### config.mk
export PLATFORM = sky130hd
export DESIGN_NAME = mem_block_arbiter
export DESIGN_NICKNAME = d
export VERILOG_FILES = /design/src/rtl/mem_block_arbiter.sv
export SDC_FILE = /design/constraint.sdc
export NUM_CORES = 1
export LEC_CHECK = 0
export BUFFER_PORTS_ARGS = -buffer_cell sky130_fd_sc_hd__buf_2
export CELL_PAD_IN_SITES_DETAIL_PLACEMENT = 1
export CELL_PAD_IN_SITES_GLOBAL_PLACEMENT = 2
export CORE_AREA = 2 2 543 545
export DETAILED_ROUTE_END_ITERATION = 7
export DIE_AREA = 0 0 545 547
export HOLD_SLACK_MARGIN = 0.12
export PLACE_DENSITY_LB_ADDON = 0.25
export SETUP_SLACK_MARGIN = 0.1
export SYNTH_ARGS = -nofsm -noshare
export SYNTH_HDL_FRONTEND = slang
export SYNTH_SLANG_ARGS = --single-unit
### constraint.sdc
create_clock -name CLK -period 2.32 [get_ports CLK]
set_input_delay 0.348 -clock CLK [delete_from_list [all_inputs] [get_ports CLK]]
set_output_delay 0.348 -clock CLK [all_outputs]
set_load 0.1 [all_outputs]
### src/rtl/mem_block_arbiter.sv
// Arbitrates the shared 256-bit block memory port between I-cache refills and D-cache reads/writebacks.
// Optional feature: define ARB_ANTI_STARVE_EN to force an I grant after STARVE_LIMIT consecutive D grants.
module mem_block_arbiter #(
  parameter int unsigned ADDR_W      = 32,
  parameter int unsigned BLK_W       = 256,
  parameter int unsigned OFFSET_BITS = 5
`ifdef ARB_ANTI_STARVE_EN
  ,
  parameter int unsigned STARVE_LIMIT = 8
`endif
) (
  input  logic              CLK,
  input  logic              RESET,
  input  logic              i_req,
  input  logic [ADDR_W-1:0] i_addr,
  output logic              i_done,
  output logic [BLK_W-1:0]  i_rdata,
  input  logic              d_rd_req,
  input  logic              d_wr_req,
  input  logic [ADDR_W-1:0] d_addr,
  input  logic [BLK_W-1:0]  d_wdata,
  output logic              d_done,
  output logic [BLK_W-1:0]  d_rdata,
  output logic              mem_read,
  output logic              mem_write,
  output logic [ADDR_W-1:0] mem_addr,
  output logic [BLK_W-1:0]  mem_wdata,
  input  logic [BLK_W-1:0]  mem_rdata,
  input  logic              mem_valid,
  output logic [1:0]        owner
);

  localparam logic [ADDR_W-1:0] ADDR_MASK = {{(ADDR_W - OFFSET_BITS){1'b1}}, {OFFSET_BITS{1'b0}}};
  localparam logic [1:0] OWN_NONE = 2'd0;
  localparam logic [1:0] OWN_I    = 2'd1;
  localparam logic [1:0] OWN_DRD  = 2'd2;
  localparam logic [1:0] OWN_DWR  = 2'd3;

  typedef enum logic [1:0] {IDLE, XFER, TURN} arbState_e;

  arbState_e         state, stateNxt;
  logic [1:0]        ownerNxt;
  logic              memReadNxt, memWriteNxt, iDoneNxt, dDoneNxt;
  logic [ADDR_W-1:0] memAddrNxt;
  logic [BLK_W-1:0]  memWdataNxt, iRdataNxt, dRdataNxt;
  logic              forceI;

`ifdef ARB_ANTI_STARVE_EN
  localparam int unsigned CNT_W = $clog2(STARVE_LIMIT + 1);
  logic [CNT_W-1:0] starveCnt, starveCntNxt;
`endif

  // State and registered outputs
  always_ff @(posedge CLK or negedge RESET) begin
    if (!RESET) begin
      state     <= IDLE;
      owner     <= OWN_NONE;
      mem_read  <= 1'b0;
      mem_write <= 1'b0;
      mem_addr  <= '0;
      mem_wdata <= '0;
      i_done    <= 1'b0;
      d_done    <= 1'b0;
      i_rdata   <= '0;
      d_rdata   <= '0;
`ifdef ARB_ANTI_STARVE_EN
      starveCnt <= '0;
`endif
    end else begin
      state     <= stateNxt;
      owner     <= ownerNxt;
      mem_read  <= memReadNxt;
      mem_write <= memWriteNxt;
      mem_addr  <= memAddrNxt;
      mem_wdata <= memWdataNxt;
      i_done    <= iDoneNxt;
      d_done    <= dDoneNxt;
      i_rdata   <= iRdataNxt;
      d_rdata   <= dRdataNxt;
`ifdef ARB_ANTI_STARVE_EN
      starveCnt <= starveCntNxt;
`endif
    end
  end

  // Arbitration, transfer sequencing and next values of the registered outputs
  always_comb begin
    stateNxt    = state;
    ownerNxt    = owner;
    memReadNxt  = mem_read;
    memWriteNxt = mem_write;
    memAddrNxt  = mem_addr;
    memWdataNxt = mem_wdata;
    iDoneNxt    = 1'b0;
    dDoneNxt    = 1'b0;
    iRdataNxt   = i_rdata;
    dRdataNxt   = d_rdata;
    forceI      = 1'b0;
`ifdef ARB_ANTI_STARVE_EN
    starveCntNxt = starveCnt;
    forceI       = i_req && (starveCnt == CNT_W'(STARVE_LIMIT));
`endif

    unique case (state)
      IDLE: begin
        if (d_wr_req && !forceI) begin
          ownerNxt    = OWN_DWR;
          memWriteNxt = 1'b1;
          memAddrNxt  = d_addr & ADDR_MASK;
          memWdataNxt = d_wdata;
          stateNxt    = XFER;
        end else if (d_rd_req && !forceI) begin
          ownerNxt   = OWN_DRD;
          memReadNxt = 1'b1;
          memAddrNxt = d_addr & ADDR_MASK;
          stateNxt   = XFER;
        end else if (i_req) begin
          ownerNxt   = OWN_I;
          memReadNxt = 1'b1;
          memAddrNxt = i_addr & ADDR_MASK;
          stateNxt   = XFER;
        end
`ifdef ARB_ANTI_STARVE_EN
        // With i_req high some grant always happens here, so a non-I grant is a D grant
        if (!i_req || ownerNxt == OWN_I) begin
          starveCntNxt = '0;
        end else if (starveCnt < CNT_W'(STARVE_LIMIT)) begin
          starveCntNxt = starveCnt + CNT_W'(1);
        end
`endif
      end
      XFER: begin
        if (mem_valid) begin
          if (owner == OWN_I) begin
            iRdataNxt = mem_rdata;
            iDoneNxt  = 1'b1;
          end else begin
            if (owner == OWN_DRD) dRdataNxt = mem_rdata;
            dDoneNxt = 1'b1;
          end
          memReadNxt  = 1'b0;
          memWriteNxt = 1'b0;
          ownerNxt    = OWN_NONE;
          stateNxt    = TURN;
        end
      end
      TURN: begin
        stateNxt = IDLE;
      end
      default: begin
        stateNxt = IDLE;
      end
    endcase
  end

endmodule

======== Yosys cells after proc, flatten, opt, wreduce, memory -nomap -nowiden ========
Index checks and enable logic that the tools add are counted.
word-level totals
  register bits after elaboration ......... 808
  latch bits .............................. 0
  memory bits (writable) .................. 0
  ROM bits ................................ 0
  bits of input ports ..................... 582
  output and inout bits ................... 806
  logic and storage cells ................. 55
  memories kept ........................... 0
cells by class
  $add $sub $neg .......................... 0
  $mul .................................... 0
  div/mod/pow operators ................... 0
  magnitude comparators ................... 0
  equal/unequal tests ..................... 8
  shift-type cells ........................ 0
  muxes and demuxes ....................... 25
  bitwise logic cells ..................... 1
  reduce and logical (&&, ||, !) cells .... 11
operator list
  kind                                                                   count
  32-bit 2-to-1 mux                                                      3
  2-bit 2-to-1 mux                                                       7
  1-bit 2-to-1 mux                                                       11
  3-bit AND reduction                                                    3
  2-bit one-hot mux with 2 select lines                                  2
  4-bit AND reduction                                                    2
  2-bit != test, second input constant                                   3
  2-bit AND reduction                                                    3
  2-bit by 1-bit equality test with 1-bit output, second input constant  2
  4-bit != test, second input constant                                   1
  1-bit one-hot mux with 2 select lines                                  2
  3-bit != test, second input constant                                   1
  3-bit nonzero test                                                     1
  2-bit equality test, second input constant                             1
  2-bit zero test                                                        1
  2-bit nonzero test                                                     1
  1-bit NOT                                                              1

======== Depth between registers and ports, before layout ========
Gate-level depths: netlist (run 1).
  depth in word-level cells ............... 4
  mapped depth ............................ 7
  depth with buffers taken out ............ 3

======== Worst setup path before layout (run 1) ========
Ideal clock, no wire load.
  path kind ............................... reg2reg
  from .................................... reg owner[1]
  to ...................................... reg d_rdata[115]
  setup time .............................. 0.125 ns
  arrival time ............................ 2.214 ns
  required time ........................... 2.195 ns
  slack ................................... -0.019 ns
  stages on the path, launching flop included .. 7
  buffers on the path ..................... 3
  clock period less this slack ............ 2.339 ns
  cells stage by stage .................... dfrtp_1 > inv_1 > or3_1 > buf_2 > buf_6 > buf_6 > mux2_4
between the ends
  word-level cells in the longest chain between the ends .. 3
  elaborated cells between the ends (all ways) .. 4
  classes of those cells .................. 2 x eq/ne; 1 x bitwise; 1 x reduce/logical
RTL lines
  item                                            line  text
  start, declared                                 30    output logic [1:0] owner
  start signal, assigned                          71    owner <= ownerNxt;
  2-bit by 1-bit equality test with 1-bit output  134   if (owner == OWN_I) begin
  1-bit NOT (no source line)                      --
  4-bit AND reduction (no source line) *          --
  end signal, assigned                            79    d_rdata <= dRdataNxt;
  end, declared                                   23    output logic [BLK_W-1:0] d_rdata,
Mark *: on every way between the ends. The rest lies on a longest branch, timed or not.
A chain may end at the register's enable or synchronous reset.

======== Worst setup path in the final report (run 1) ========
  from .................................... reg mem_wdata[54]
  to ...................................... out mem_wdata[54]
RTL lines
  item                    line  text
  start, declared         27    output logic [BLK_W-1:0] mem_wdata,
  start signal, assigned  75    mem_wdata <= memWdataNxt;
No word-level cell between the ends.

==> summary.md, run 1 <==
| Metric | Value |
|---|---|
| Status | `finished clean` |
| Yosys warning count | `0` |
| Fill cells | `33.15k` |
| Yosys reg bits | `803` |
| Top delay family on crit path | `buffers and inverters` |
| CP Max Fanout | `2` |
| CP arrival | `1770 ps` |
| Fin nets | `4395` |
| Antenna-violating nets left | `0` |
| Core footprint | `292600 sq um` |
| CP cell instances | `buf_2` |
| Die ar. | `298100 sq um` |
| DRT Pass-1 Iters | `5` |
| Initial antenna violation count | `136` |
| Xor/xnor share of the synthesized area | `0%` |
| Compound-Gate Fraction of Synth Area | `0.1851%` |
| Reg2Reg Capture Point | `d_rdata[118]$_DFFE_PN0P_` |
| Crit path capture | `mem_wdata[54]` |
| Total Neg Setup Slack | `0 ps` |
| Cells on worst reg2reg path | `5` |
| Port-buffer cells | `1372` |
| Most used standard cell by instance count after synthesis | `dfrtp_1` |
| CTS Buf Count | `111` |
| F_max | `472.1 MHz` |
| P&R area growth vs syn | `70.35%` |
| Sequential share of the synthesized area | `64.63%` |
| Vias per cell | `3.057` |
| Fin. Hold Viols | `0` |
| H-tree lvl count | `3` |
| Skew final | `41.41 ps` |
| Worst skew pair latency | `810 ps` |
| Die width | `545 um` |
| Clock sinks | `803` |
| Post-synth ARST share | `100.0%` |
| Worst-case clock buffer depth | `4` |
| Commonest cells post-synth | `dfrtp_1, mux2_2, mux2_4` |
| Initial DRC count | `784` |
| Grt ovf | `0` |
| Max Cap Viol | `0` |
| Largest net degree at the start of global routing | `65` |
| Pins Over Slew Limit | `0` |
| Largest area contributor in the netlist | `dfrtp_1` |
| Post-layout min period | `2118 ps` |
| Util after Layout | `18.10%` |
| Chip height | `547 um` |
| Post-CTS Setup Bufs | `0` |
| Simple logic cell fraction of the synthesized area | `0.3139%` |
| Aggregate routed wire length | `178.4 mm` |
| Gr usage total | `11.58%` |
| Mux contribution to synthesized area | `32.67%` |
| Crit. End Element | `primary output` |
| Met2 routed WL | `85.24 mm` |
| Critical Path Stages | `1` |
| EDFF count, synth | `0` |
| DP HPWL | `147.3 mm` |
| Starting Density | `10.63%` |
| Area share of fa/ha/maj cells after synthesis | `0%` |
| Root buffer selected by CTS | `clkbuf_16` |
| Row cnt | `199` |
| Slowest cell on crit path | `buf_2` |
| Synth area leaders | `dfrtp_1, mux2_2, mux2_4` |
| Vias in the first global route | `26.48k` |
| IO Pins | `1388` |
| Rel. slew slack | `54.07%` |
| Vias | `24.04k` |
| Unrepaired setup endpoints after global routing | `no` |
| DRC | `0` |
| Final worst-path cycle share | `91.30%` |
| Synth Cell Area | `31090 sq um` |
| RR Startpoint | `state[1]$_DFFE_PN0P_` |
| CP Launch Type | `register` |
| Post-synthesis cell count | `1748` |
| Endpoints failing setup | `0` |
| Metal3 WL | `18.47 mm` |
| R2R Setup Slk | `220 ps` |
| Least-Margin Pin Slew | `693.8 ps` |
| Crit Path Class | `register to primary output` |
| Critical Path Start | `mem_wdata[54]$_DFFE_PN0P_` |
| TritonCTS clock tree | `done` |
| Max Used Layer | `met5` |
| Unique masters post-synth | `25` |
| Critical Path Max Stage Delay | `530 ps` |
| Wirelength per Cell | `22.68 um` |
| Largest family of logic cells by synthesized area | `multiplexers` |
| Buffer and inverter count on the worst path | `1` |
| Worst Path Required | `1970 ps` |
| Worst Hold Class | `primary input to register` |
| Global-route wire length before repair | `238.5 mm` |
| Metal-1 WL | `66.78 mm` |
| Mean Syn Cell Area | `17.79 sq um` |
| Clock transition at the registers of the reported paths | `50 ps` |
| Primary FF master, synth | `dfrtp_1` |
| Share of the synthesized area in the top cell type | `64.63%` |
| Final GP Congestion | `0.7762` |
| Share of layout cells above drive strength 1 | `63.16%` |
per-layer routing:
layer	track usage, %	vias to the layer above
met5	0	-
met4	4.435	74
met3	4.937	323
met2	19.65	1161
met1	12.69	12050
li1	-	10440
state kept, by name (all words and copies together), names as in the netlist:
signal / cells
d_done: 1
i_done: 1
mem_write: 1
d_rdata: 256
mem_wdata: 256
i_rdata: 256
owner: 2
state: 2
mem_addr: 27
mem_read: 1
stage by stage:
step,cell area [sq um],hold WS (ps),instances,setup WS (ps)
6_report,52960,287.7,7866,201.8
5_1_grt,52890,218.7,7835,116.3
4_1_cts,52820,167.7,7809,90.43
3_5_place_dp,43420,357.6,7045,215.1
3_3_place_gp,43420,349.2,7045,224.1
2_1_floorplan,31110,52.41,1752,288.9
layout by cell type, fill, tap and decap left out, drive strengths merged, types with 3 or more instances in the layout:
master       instances
dlygate4sd3        574
clkinv               9
bufinv               8
conb                 5
mux2               822
a21oi                4
inv                  5
clkbuf             170
buf               1471
diode               57
dfrtp              803
o21ai                3
area by class of cell:
cell class,instances,area [sq um],area share [%]
clock inverter,20,344.1,0.6496
clock buffer,170,3249,6.135
sequential,803,20100,37.94
antenna,57,142.6,0.2693
inverter,3,11.26,0.02126
multi-input combinational,849,10350,19.55
timing repair buffer,2045,13860,26.17
tap,3919,4903,9.258
worst min path at each step:
stage,slack (ps),endpoint,cells past startpoint,from
final,290,mem_wdata[108]$_DFFE_PN0P_,3,d_wdata[108]
after global placement,350,mem_wdata[143]$_DFFE_PN0P_,1,RESET
after detailed placement,360,mem_wdata[143]$_DFFE_PN0P_,1,RESET
after CTS,170,mem_wdata[11]$_DFFE_PN0P_,3,d_wdata[11]
after global routing,220,mem_wdata[11]$_DFFE_PN0P_,3,d_wdata[11]
after floorplan,50,d_done$_DFF_PN0_,0,RESET
cells by family (layout without fill, tap and decap cells):
logic type      after synthesis  after routing
buf+inv                     100           2238
simple gates                 12             12
mux                         822            822
other cells                   1             62
flops                       803            803
compound gates               10             10
timing repair:
item / 4_1_cts / 5_1_grt
endpoints found under the setup margin: 24 / 0
hold buffers: 574 / 0
endpoints found under the hold margin: 1369 / 0
resized for setup: 24 / 0
Power of run 1 is not shown: default switching activity piles up to over one toggle a cycle in this logic, so the estimate is an artifact.
==> run 2, diff against run 1 <==
Settings changed: CELL_PAD_IN_SITES_DETAIL_PLACEMENT 1 to 0, CELL_PAD_IN_SITES_GLOBAL_PLACEMENT 2 to 1, CORE_AREA 2 2 543 545 to 2 2 536 538, DIE_AREA 0 0 545 547 to 0 0 538 540.
Clock period 2.32 ns to 2.16 ns, I/O delays scaled along.
==> run 2 against run 1 <==
Net effect: clock-buffer cell count shrank 9; critical path depth up 6; first-iteration DRC count is 8.0% lower; flip-flop and latch count unchanged; routed wire length up 2.6%.
==> summary.md, run 2 (synthesized netlist as in run 1, its figures left out) <==
| Metric | Value |
|---|---|
| Status | `finished clean (unchanged)` |
| Max Cap Viol | `0 (unchanged)` |
| Post-Layout Cell Count | `7758 (was 7866)` |
| Number of placed instances, taps included | `6925 (was 7045)` |
| Gr usage total | `12.16% (was 11.58%)` |
| P&R area growth vs syn | `73.84% (was 70.35%)` |
| Worst skew pair latency | `810 ps (about the same)` |
| Vias in the first global route | `25.87k (was 26.48k)` |
| RR Startpoint | `state[1]$_DFFE_PN0P_ (unchanged)` |
| Most frequent cells in the layout | `buf_2, dfrtp_1, dlygate4sd3_1 (was buf_2, dfrtp_1, mux2_2)` |
| Fin. Hold Viols | `0 (unchanged)` |
| Regs by FF count | `d_rdata (256), i_rdata (256), mem_wdata (256) (unchanged)` |
| CP cell instances | `nand3b_4 -> buf_6 -> nor3b_4 -> buf_12 -> buf_16 -> buf_12 -> mux2_2 (was buf_2)` |
| Multi-input logic area | `10400 sq um (was 10350 sq um)` |
| Largest net degree at the start of global routing | `54 (was 65)` |
| Crit. End Element | `register (was primary output)` |
| Final GP Congestion | `0.8019 (was 0.7762)` |
| Port-buffer cells | `1372 (unchanged)` |
| Antenna-violating nets left | `0 (unchanged)` |
| DRT Pass-1 Iters | `4 (was 5)` |
| Critical Path Max Stage Delay | `380 ps (was 530 ps)` |
| Root buffer selected by CTS | `clkbuf_16 (unchanged)` |
| Register area | `20100 sq um (about the same)` |
| Grt ovf | `0 (unchanged)` |
| Endpoints failing setup | `0 (unchanged)` |
| Least-Margin Pin Slew | `919.4 ps (was 693.8 ps)` |
| Clock transition at the registers of the reported paths | `60 ps (was 50 ps)` |
| IO Pins | `1388 (unchanged)` |
| DRC | `0 (unchanged)` |
| Row cnt | `196 (was 199)` |
| Clock sinks | `803 (unchanged)` |
| Pins Over Slew Limit | `0 (unchanged)` |
| Reg2Reg Capture Point | `i_rdata[138]$_DFFE_PN0P_ (was d_rdata[118]$_DFFE_PN0P_)` |
| CP Launch Type | `register (unchanged)` |
| Worst-case clock buffer depth | `4 (unchanged)` |
| Die width | `538 um (was 545 um)` |
| Share of layout cells above drive strength 1 | `63.79% (was 63.16%)` |
| Initial DRC count | `721 (was 784)` |
| Initial antenna violation count | `144 (was 136)` |
| Rel. slew slack | `38.50% (was 54.07%)` |
| Cells on worst reg2reg path | `7 (was 5)` |
| H-tree lvl count | `3 (unchanged)` |
| Final worst-path cycle share | `97.30%` |
| Skew final | `35.28 ps (was 41.41 ps)` |
| Unrepaired setup endpoints after global routing | `yes (was no)` |
| Worst path most repeated cell | `buf_12` |
| TritonCTS clock tree | `done (unchanged)` |
| CP arrival | `2780 ps (was 1770 ps)` |
| Crit Path Class | `register to register (was register to primary output)` |
| R2R Setup Slk | `60 ps (was 220 ps)` |
| CP Max Fanout | `14 (was 2)` |
| Fin nets | `4452 (was 4395)` |
| Die ar. | `290500 sq um (was 298100 sq um)` |
| Fill cells | `31.23k (was 33.15k)` |
| Slowest cell on crit path | `dfrtp_1 (was buf_2)` |
| Wirelength per Cell | `23.61 um (was 22.68 um)` |
| Post-layout min period | `2102 ps` |
| Aggregate routed wire length | `183.1 mm (was 178.4 mm)` |
| DP HPWL | `153.9 mm (was 147.3 mm)` |
| Commonest non-fill, non-tap cell in the layout | `buf_2 (unchanged)` |
| Chip height | `540 um (was 547 um)` |
| Starting Density | `10.93% (was 10.63%)` |
| Core footprint | `284500 sq um (was 292600 sq um)` |
| Worst Path Required | `2840 ps (was 1970 ps)` |
| Vias per cell | `3.100 (was 3.057)` |
| Global-route wire length before repair | `241.9 mm (was 238.5 mm)` |
| F_max | `475.8 MHz` |
| Vias | `24.05k (was 24.04k)` |
| Worst Hold Class | `primary input to asynchronous set/reset pin (was primary input to register)` |
| CTS Buf Count | `110 (was 111)` |
==> run 2: critical path: cells and delay by family (launching register included) <==
kind	cells	cell delay, ps
muxes	1	350
buffers and inverters	4	730
DFF	1	380
and+or+nand+nor	2	410
==> run 2: through the flow <==
step	cell area, sq um	TNS (ps)	hold WS [ps]	worst slack, ps	util [%]
after global placement	43470	0	273.0	55.59	15.28
after detailed placement	43470	0	273.3	45.43	15.28
final	54050	0	273.4	58.26	19.00
after CTS	53780	0	170.3	2.203	18.91
after global routing	54000	-1401	218.0	-45.82	18.98
after floorplan	31110	0	28.41	128.9	-
==> run 2: per-layer routing <==
| layer | routed length [um] | global-route usage (%) | up-vias |
|---|---|---|---|
| met3 | 15840 | 4.310 | 293 |
| li1 | - | - | 10550 |
| met4 | 5127 | 3.166 | 74 |
| met2 | 89570 | 21.22 | 1127 |
| met1 | 72110 | 13.96 | 12010 |
| met5 | 494 | 0 | - |
==> run 2: worst max path at each step <==
stage | start | to | slack, ps | cells after the start
finish | state[1]$_DFFE_PN0P_ | i_rdata[138]$_DFFE_PN0P_ | 60 | 7
global route | state[1]$_DFFE_PN0P_ | i_rdata[18]$_DFFE_PN0P_ | -50 | 7
CTS | state[1]$_DFFE_PN0P_ | d_rdata[128]$_DFFE_PN0P_ | 2 | 7
detailed placement | mem_valid | d_rdata[144]$_DFFE_PN0P_ | 50 | 7
global placement | mem_valid | d_rdata[81]$_DFFE_PN0P_ | 60 | 7
floorplan | owner[1]$_DFFE_PN0P_ | d_rdata[115]$_DFFE_PN0P_ | 130 | 6
==> run 2: area by class of cell <==
type                       count  share of cell area, %
clock buffer                 161                  5.838
tap                         3762                  8.709
clock inverter                27                 0.6204
multi-input combinational    849                  19.25
inverter                       3                0.02083
sequential                   803                  37.18
timing repair buffer        2103                  28.15
antenna                       50                 0.2315
==> run 2: what timing repair did <==
item	in CTS	in global routing
endpoints found under the hold margin	1370	0
setup endpoints to repair	367	365
pin swaps	1	0
hold buffers	574	0
gates cloned	3	2
setup buffers	12	7
resized for setup	322	16
Power of run 2 is left out for the same reason.
